File: src/rtl/uart_tx_fsm.sv
// UART transmit control FSM: serialises one byte as 8N1/8E1 with 1 or 2 stop bits.
// Starts on the level "send" bit and pulses clr_send_o once the frame has completed.
module uart_tx_fsm #(
  parameter int unsigned CLK_FREQ  = 100_000_000,
  parameter int unsigned BAUD      = 115_200,
  parameter int unsigned PARITY_EN = 0,
  parameter int unsigned STOP_BITS = 1
) (
  input  logic       clk_i,
  input  logic       rst_i,
  input  logic [7:0] tx_data_i,
  input  logic       send_i,
  output logic       tx_o,
  output logic       busy_o,
  output logic       clr_send_o
);

  localparam int unsigned CLKS_PER_BIT = CLK_FREQ / BAUD;
  localparam int unsigned CNT_W        = (CLKS_PER_BIT > 2) ? $clog2(CLKS_PER_BIT) : 1;
  localparam logic [CNT_W-1:0] CNT_RELOAD = CNT_W'(CLKS_PER_BIT - 1);
  localparam bit TWO_STOP = (STOP_BITS == 2);
  localparam bit PAR_ON   = (PARITY_EN != 0);

  localparam logic [2:0] IDLE   = 3'd0;
  localparam logic [2:0] LOAD   = 3'd1;
  localparam logic [2:0] START  = 3'd2;
  localparam logic [2:0] DATA   = 3'd3;
  localparam logic [2:0] PARITY = 3'd4;
  localparam logic [2:0] STOP   = 3'd5;
  localparam logic [2:0] DONE   = 3'd6;

  logic [2:0]       state_q, state_d;
  logic [CNT_W-1:0] cnt_q, cnt_d;
  logic [2:0]       idx_q, idx_d;
  logic             stop_q, stop_d;
  logic [7:0]       data_q, data_d;
  logic             par_q, par_d;
  logic             tx_d, busy_d, clr_d;
  logic             bit_end;

  assign bit_end = (cnt_q == '0);

  always_comb begin
    state_d = state_q;
    cnt_d   = cnt_q;
    idx_d   = idx_q;
    stop_d  = stop_q;
    data_d  = data_q;
    par_d   = par_q;
    case (state_q)
      IDLE: begin
        // Capture the byte as send is sampled; later data changes cannot leak in.
        if (send_i) begin
          data_d  = tx_data_i;
          state_d = LOAD;
        end
      end
      LOAD: begin
        par_d   = ^data_q;
        cnt_d   = CNT_RELOAD;
        idx_d   = '0;
        stop_d  = 1'b0;
        state_d = START;
      end
      START: begin
        if (bit_end) begin
          cnt_d   = CNT_RELOAD;
          state_d = DATA;
        end else begin
          cnt_d = cnt_q - 1'b1;
        end
      end
      DATA: begin
        if (bit_end) begin
          cnt_d = CNT_RELOAD;
          if (idx_q == 3'd7) begin
            state_d = PAR_ON ? PARITY : STOP;
          end else begin
            idx_d = idx_q + 3'd1;
          end
        end else begin
          cnt_d = cnt_q - 1'b1;
        end
      end
      PARITY: begin
        if (bit_end) begin
          cnt_d   = CNT_RELOAD;
          state_d = STOP;
        end else begin
          cnt_d = cnt_q - 1'b1;
        end
      end
      STOP: begin
        if (bit_end) begin
          if (!TWO_STOP || stop_q) begin
            state_d = DONE;
          end else begin
            stop_d = 1'b1;
            cnt_d  = CNT_RELOAD;
          end
        end else begin
          cnt_d = cnt_q - 1'b1;
        end
      end
      DONE:    state_d = IDLE;
      default: state_d = IDLE;
    endcase
  end

  // Outputs are decoded from the next state so they change on the same edge as the state.
  always_comb begin
    tx_d   = 1'b1;
    busy_d = 1'b1;
    clr_d  = 1'b0;
    case (state_d)
      IDLE:    busy_d = 1'b0;
      LOAD:    busy_d = 1'b0;
      START:   tx_d   = 1'b0;
      DATA:    tx_d   = data_d[idx_d];
      PARITY:  tx_d   = par_d;
      DONE:    clr_d  = 1'b1;
      default: tx_d   = 1'b1;
    endcase
  end

  always_ff @(posedge clk_i) begin
    if (rst_i) begin
      state_q    <= IDLE;
      cnt_q      <= '0;
      idx_q      <= '0;
      stop_q     <= 1'b0;
      data_q     <= '0;
      par_q      <= 1'b0;
      tx_o       <= 1'b1;
      busy_o     <= 1'b0;
      clr_send_o <= 1'b0;
    end else begin
      state_q    <= state_d;
      cnt_q      <= cnt_d;
      idx_q      <= idx_d;
      stop_q     <= stop_d;
      data_q     <= data_d;
      par_q      <= par_d;
      tx_o       <= tx_d;
      busy_o     <= busy_d;
      clr_send_o <= clr_d;
    end
  end

endmodule

File: config.mk
export PLATFORM = sky130hd
export DESIGN_NAME = uart_tx_fsm
export DESIGN_NICKNAME = d
export VERILOG_FILES = /design/src/rtl/uart_tx_fsm.sv
export SDC_FILE = /design/constraint.sdc
export NUM_CORES = 1
export LEC_CHECK = 0
export CAP_MARGIN = 10
export CORE_AREA = 2 2 69 71
export DETAILED_ROUTE_END_ITERATION = 6
export DIE_AREA = 0 0 71 73
export DONT_BUFFER_PORTS = 1
export PLACE_DENSITY_LB_ADDON = 0.2
export SLEW_MARGIN = 20
export SYNTH_ARGS = -nofsm -noshare
export SYNTH_HDL_FRONTEND = slang
export SYNTH_SLANG_ARGS = --single-unit
File: constraint.sdc
create_clock -name clk_i -period 4.6 [get_ports clk_i]
set_input_delay 1.15 -clock clk_i [delete_from_list [all_inputs] [get_ports clk_i]]
set_output_delay 1.15 -clock clk_i [all_outputs]
set_load 0.01 [all_outputs]
# == Yosys cells after proc, flatten, opt, wreduce, memory -nomap -nowiden ==
# Cells that the tools add are included.
# op_classes
order_cmp,1
muxes,21
addsub,2
reduce_logical,8
n_eq_ne,12
# ops
operator,count
10-bit one-hot mux with 3 select lines,1
3-bit 2-to-1 mux,8
10-bit 2-to-1 mux,2
3-bit one-hot mux with 6 select lines,1
8-bit 2-to-1 mux,2
3-bit == test (second input constant),5
3-bit by 2-bit == test with 1-bit output (second input constant),4
10-bit zero test,1
10-bit by 1-bit subtractor with 10-bit output (second input constant),1
8-bit XOR reduction,1
3-bit by 1-bit == test with 1-bit output (second input constant),2
3-bit zero test,2
3-bit one-hot mux with 2 select lines,1
3-bit by 4-bit < comparator with 1-bit output (second input constant),1
1-bit 2-to-1 mux,4
3-bit by 1-bit adder with 3-bit output (second input constant),1
1-bit binary-select mux with 3-bit select,1
1-bit one-hot mux with 3 select lines,1
3-bit nonzero test,1
3-bit OR reduction,1
2-bit != test (second input constant),1
2-bit AND reduction,1
2-bit OR reduction,1
# totals
reg_bits,28
inputBits,11
word_cells,52

# == Longest topological paths before layout ==
# logic_depth
word_depth,7
depth_mapped,10
depth_no_buf,9

# == Least setup slack after synthesis ==
# No wires, ideal clock.
# synth_path
kind,input port to flip-flop
start,input send_i
end,register tx_o
path_buffers,1
arrival_ns,2.577
cell_stages,7
setup_time_ns,0.116
setup_slack_ns,1.908
cell_sequence,and2_1 clkbuf_1 mux2_2 a211oi_2 a2111oi_1 nand4b_1 a31o_1
# synth_via
elab_chain_len,5
word_cells_on_any_way,10
classes_between,3 x eq/ne; 7 x mux
# synth_lines
element,line,text
"start, declared",12,"input logic send_i,"
8-bit 2-to-1 mux,53,if (send_i) begin
8-bit 2-to-1 mux,50,case (state_q)
1-bit binary-select mux with 3-bit select,119,DATA: tx_d = data_d[idx_d];
1-bit 2-to-1 mux (implied by the code),119,
1-bit one-hot mux with 3 select lines (*),115,case (state_d)
"end signal, assigned",144,tx_o <= tx_d;
"end, declared",13,"output logic tx_o,"
# Every way passes the cells marked *; elsewhere a longest branch is shown, timed or not. The select of a mux whose other input is x is not followed.
# A chain may end at the register's enable or synchronous reset.

# == Worst setup path after layout ==
# layout_path
start,register cnt_q[0]
end,register tx_o
# layout_via
elab_chain_len,6
word_cells_on_any_way,14
classes_between,3 x eq/ne; 10 x mux; 1 x reduce/logical
# layout_lines
element,line,text
"start, declared",33,"logic [CNT_W-1:0] cnt_q, cnt_d;"
"start signal, assigned",139,cnt_q <= cnt_d;
10-bit zero test (*),41,assign bit_end = (cnt_q == '0);
3-bit 2-to-1 mux,74,if (bit_end) begin
3-bit one-hot mux with 2 select lines,50,
1-bit binary-select mux with 3-bit select,119,
1-bit 2-to-1 mux (implied by the code),119,
1-bit one-hot mux with 3 select lines (*),115,
# Marks and branches as above.

==> flow_metrics.env <==
export IMPL_grt_first_pass_wirelength_microns=5290
export IMPL_syn_nets=185
export IMPL_p_comb_share_pct=30.4
export IMPL_ff2ff_path_depth=9
export IMPL_post_cts_buffers=0
export IMPL_grt_use_total_pct=12.8
export IMPL_p_int_uw=412
export IMPL_grt_pass1_vias=1177
export IMPL_detail_route_vias_per_cell=5.30
export IMPL_cts_tree="built"
export IMPL_yosys_top_cells_area="dfxtp_1, xnor2_1, nor2_1"
export IMPL_grt_max_degree=25
export IMPL_die_w_microns=71
export IMPL_drive_gt1_share_pct=9.64
export IMPL_cp_start_kind="register"
export IMPL_p_per_area_nw_per_um2=394
export IMPL_cp_end_kind="register"
export IMPL_crit_path_max_fanout=10
export IMPL_synth_cells=171
export IMPL_portBuffers=0
export IMPL_ctsHoldBuffers=0
export IMPL_diodes=0
export IMPL_crit_arrival_ps=2950
export IMPL_min_delay_start="cnt_q[0]"
export IMPL_drt_iter0_markers=55
export IMPL_hold_path_class="register to register"
export IMPL_cts_sinks=28
export IMPL_postPlaceCellArea_sq_um=1510
export IMPL_timing_hold_violations_final=0
export IMPL_whs_path_depth=1
export IMPL_num_rows=25
export IMPL_synth_top_area_share_pct=37.9
export IMPL_min_to="cnt_q[0]"
export IMPL_p_leak_nw=0.538
export IMPL_vias=1165
export IMPL_clockBufferDepth=2
export IMPL_first_pass_iters=4
export IMPL_h_tree_depth=1
export IMPL_design_area_sq_um=1550
export IMPL_worst_r2r_endpoint="tx_o"
export IMPL_die_area_sq_um=5180
export IMPL_syn_area_sq_um=1480
export IMPL_fin_crit_sh_pct=60.4
export IMPL_max_clock_freq_mhz=360
export IMPL_cp_required_ps=4770
export IMPL_dp_hpwl_microns=2340
export IMPL_power_total_uw=610
export IMPL_ir_drop_uv=124
export IMPL_yosys_area_top_type="dfxtp_1"
export IMPL_reg2reg_from="cnt_q[0]"
export IMPL_core_area_sq_um=4540
export IMPL_tns_ps=0
export IMPL_start_util_pct=32.6
export IMPL_syn_to_final_growth_pct=4.82
export IMPL_worstSetupPathType="register to register"
export IMPL_ys_types=43
export IMPL_switching_power_uw=198
export IMPL_worstMarginPinSlew_ps=665
export IMPL_ys_ff_latch=28
export IMPL_io_pins=14
export IMPL_yosys_warnings=0
export IMPL_die_h_microns=73
export IMPL_gp_congestion=0.772
export IMPL_drv_slew=0
export IMPL_wl_microns=3100
export IMPL_cts_root_buf="clkbuf_8"
export IMPL_grt_ovfl_total=0
export IMPL_fin_skew_ps=3.51
export IMPL_avgSynthCellArea_sq_um=8.65
export IMPL_post_cts_resized=0
export IMPL_power_share_clock_pct=21.4
export IMPL_antenna_found_initial=0
export IMPL_maxCapViolCount=0
export IMPL_switching_share_pct=32.5
export IMPL_period_minus_slack_ps=2780
export IMPL_synth_seq_area_share_pct=37.9
export IMPL_cts_reportedPaths_clkPinSlew_ps=90
export IMPL_drc=0
export IMPL_reg2reg_slack_ps=1820
export IMPL_holdWs_ps=483
export IMPL_outcome="finished, final reports clean"
export IMPL_max_slew_margin_pct=55.2
export IMPL_rsz0062_at_grt="no"
export IMPL_wl_per_cell_microns=14.1
export IMPL_clock_latency_ps=270
export IMPL_cts_buffers=3
export IMPL_setup_viol=0
export IMPL_p_seq_share_pct=48.3
export IMPL_final_nets=182
export IMPL_drtAntennaViolNets=0
worst max path at each step:
stage	slack, ps	cells after the start	from	end
finish	1820	9	cnt_q[0]	tx_o
global route	1660	9	cnt_q[0]	tx_o
CTS	1810	9	cnt_q[1]	tx_o
detailed placement	1810	6	send_i	tx_o
global placement	1890	6	send_i	tx_o
floorplan	1910	7	send_i	tx_o
flip-flops by register name, summed over array words and instances, names as in the netlist:
signal,flops
busy_o,1
idx_q,3
state_q,3
tx_o,1
cnt_q,10
data_q,8
clr_send_o,1
par_q,1
placed cells by master, fill, tap and decap left out, types with 2 or more instances in the layout:
cell type,count
dfxtp_1,28
nor2_1,23
xnor2_1,13
a21oi_1,13
nand2_1,8
o21ai_0,6
inv_1,5
nor2b_1,5
or3_1,4
or2_2,4
nor3_1,4
xor2_1,4
mux2i_1,4
mux2_2,4
nand3_1,3
o211ai_1,3
o2111ai_1,3
ha_1,3
clkbuf_8,3
nor3_2,2
nand2b_1,2
nor4_1,2
cells by family after synthesis:
family	share of synthesized area, %
buffers and inverters	3.81
XOR/XNOR	10.1
adder cells (fa/ha/maj)	2.54
flip-flops	37.9
multiplexers	5.75
AND/OR/NAND/NOR	22.4
AO/OA/AOI/OAI	17.5
metal layers:
metal,wire [microns],GRT usage (%),up-vias
met5,0,0,-
met2,1560,22.9,16
met1,1410,15.2,556
met4,26,4.40,0
met3,99,2.49,2
li1,-,-,591
stage by stage:
| step | instances | worst slack (ps) | utilization, % |
|---|---|---|---|
| 2_1_floorplan | 171 | 1910 | - |
| 3_3_place_gp | 217 | 1890 | 33.3 |
| 3_5_place_dp | 217 | 1810 | 33.3 |
| 4_1_cts | 220 | 1810 | 34.2 |
| 5_1_grt | 220 | 1660 | 34.2 |
| 6_report | 220 | 1820 | 34.2 |
worst max-delay path, stage by stage, from the launching register on:
cell and delay, ps:
dfxtp_1 330, inv_1 100, ha_1 140, or4b_4 470, or3_1 490, or3_4 430, a211oi_2 220, a2111oi_1 70
nand4b_1 200, a31o_1 230
synthesized netlist by cell type, drive strengths merged:
library cell,number
dfxtp,28
nor2,23
a21oi,13
xnor2,13
nand2,8
clkbuf,7
o21ai,7
nor3,6
inv,5
nor2b,5
or3,5
mux2,4
mux2i,4
or2,4
xor2,4
ha,3
nand3,3
o2111ai,3
o211ai,3
a2111oi,2
a211oi,2
nand2b,2
nor4,2
a21boi,1
a21o,1
a311o,1
a311oi,1
a31o,1
a31oi,1
and2,1
buf,1
nand4,1
nand4b,1
o21a,1
o22a,1
o22ai,1
or4,1
or4b,1
power by group through the flow:
stage / clock, mW / sequential [mW] / combinational [mW]
after global placement: 0 / 0.299 / 0.182
after CTS: 0.138 / 0.295 / 0.186
after detailed placement: 0 / 0.300 / 0.185
after global routing: 0.147 / 0.299 / 0.209
after floorplan: 0 / 0.292 / 0.166
final: 0.130 / 0.295 / 0.185
cell type report:
cell class | instances | area, sq um
sequential | 28 | 561
multi-input combinational | 130 | 862
clock buffer | 3 | 41.3
tap | 54 | 67.6
fill | 465 | 2990
inverter | 5 | 18.8
Power figures use the tool's default switching activity.
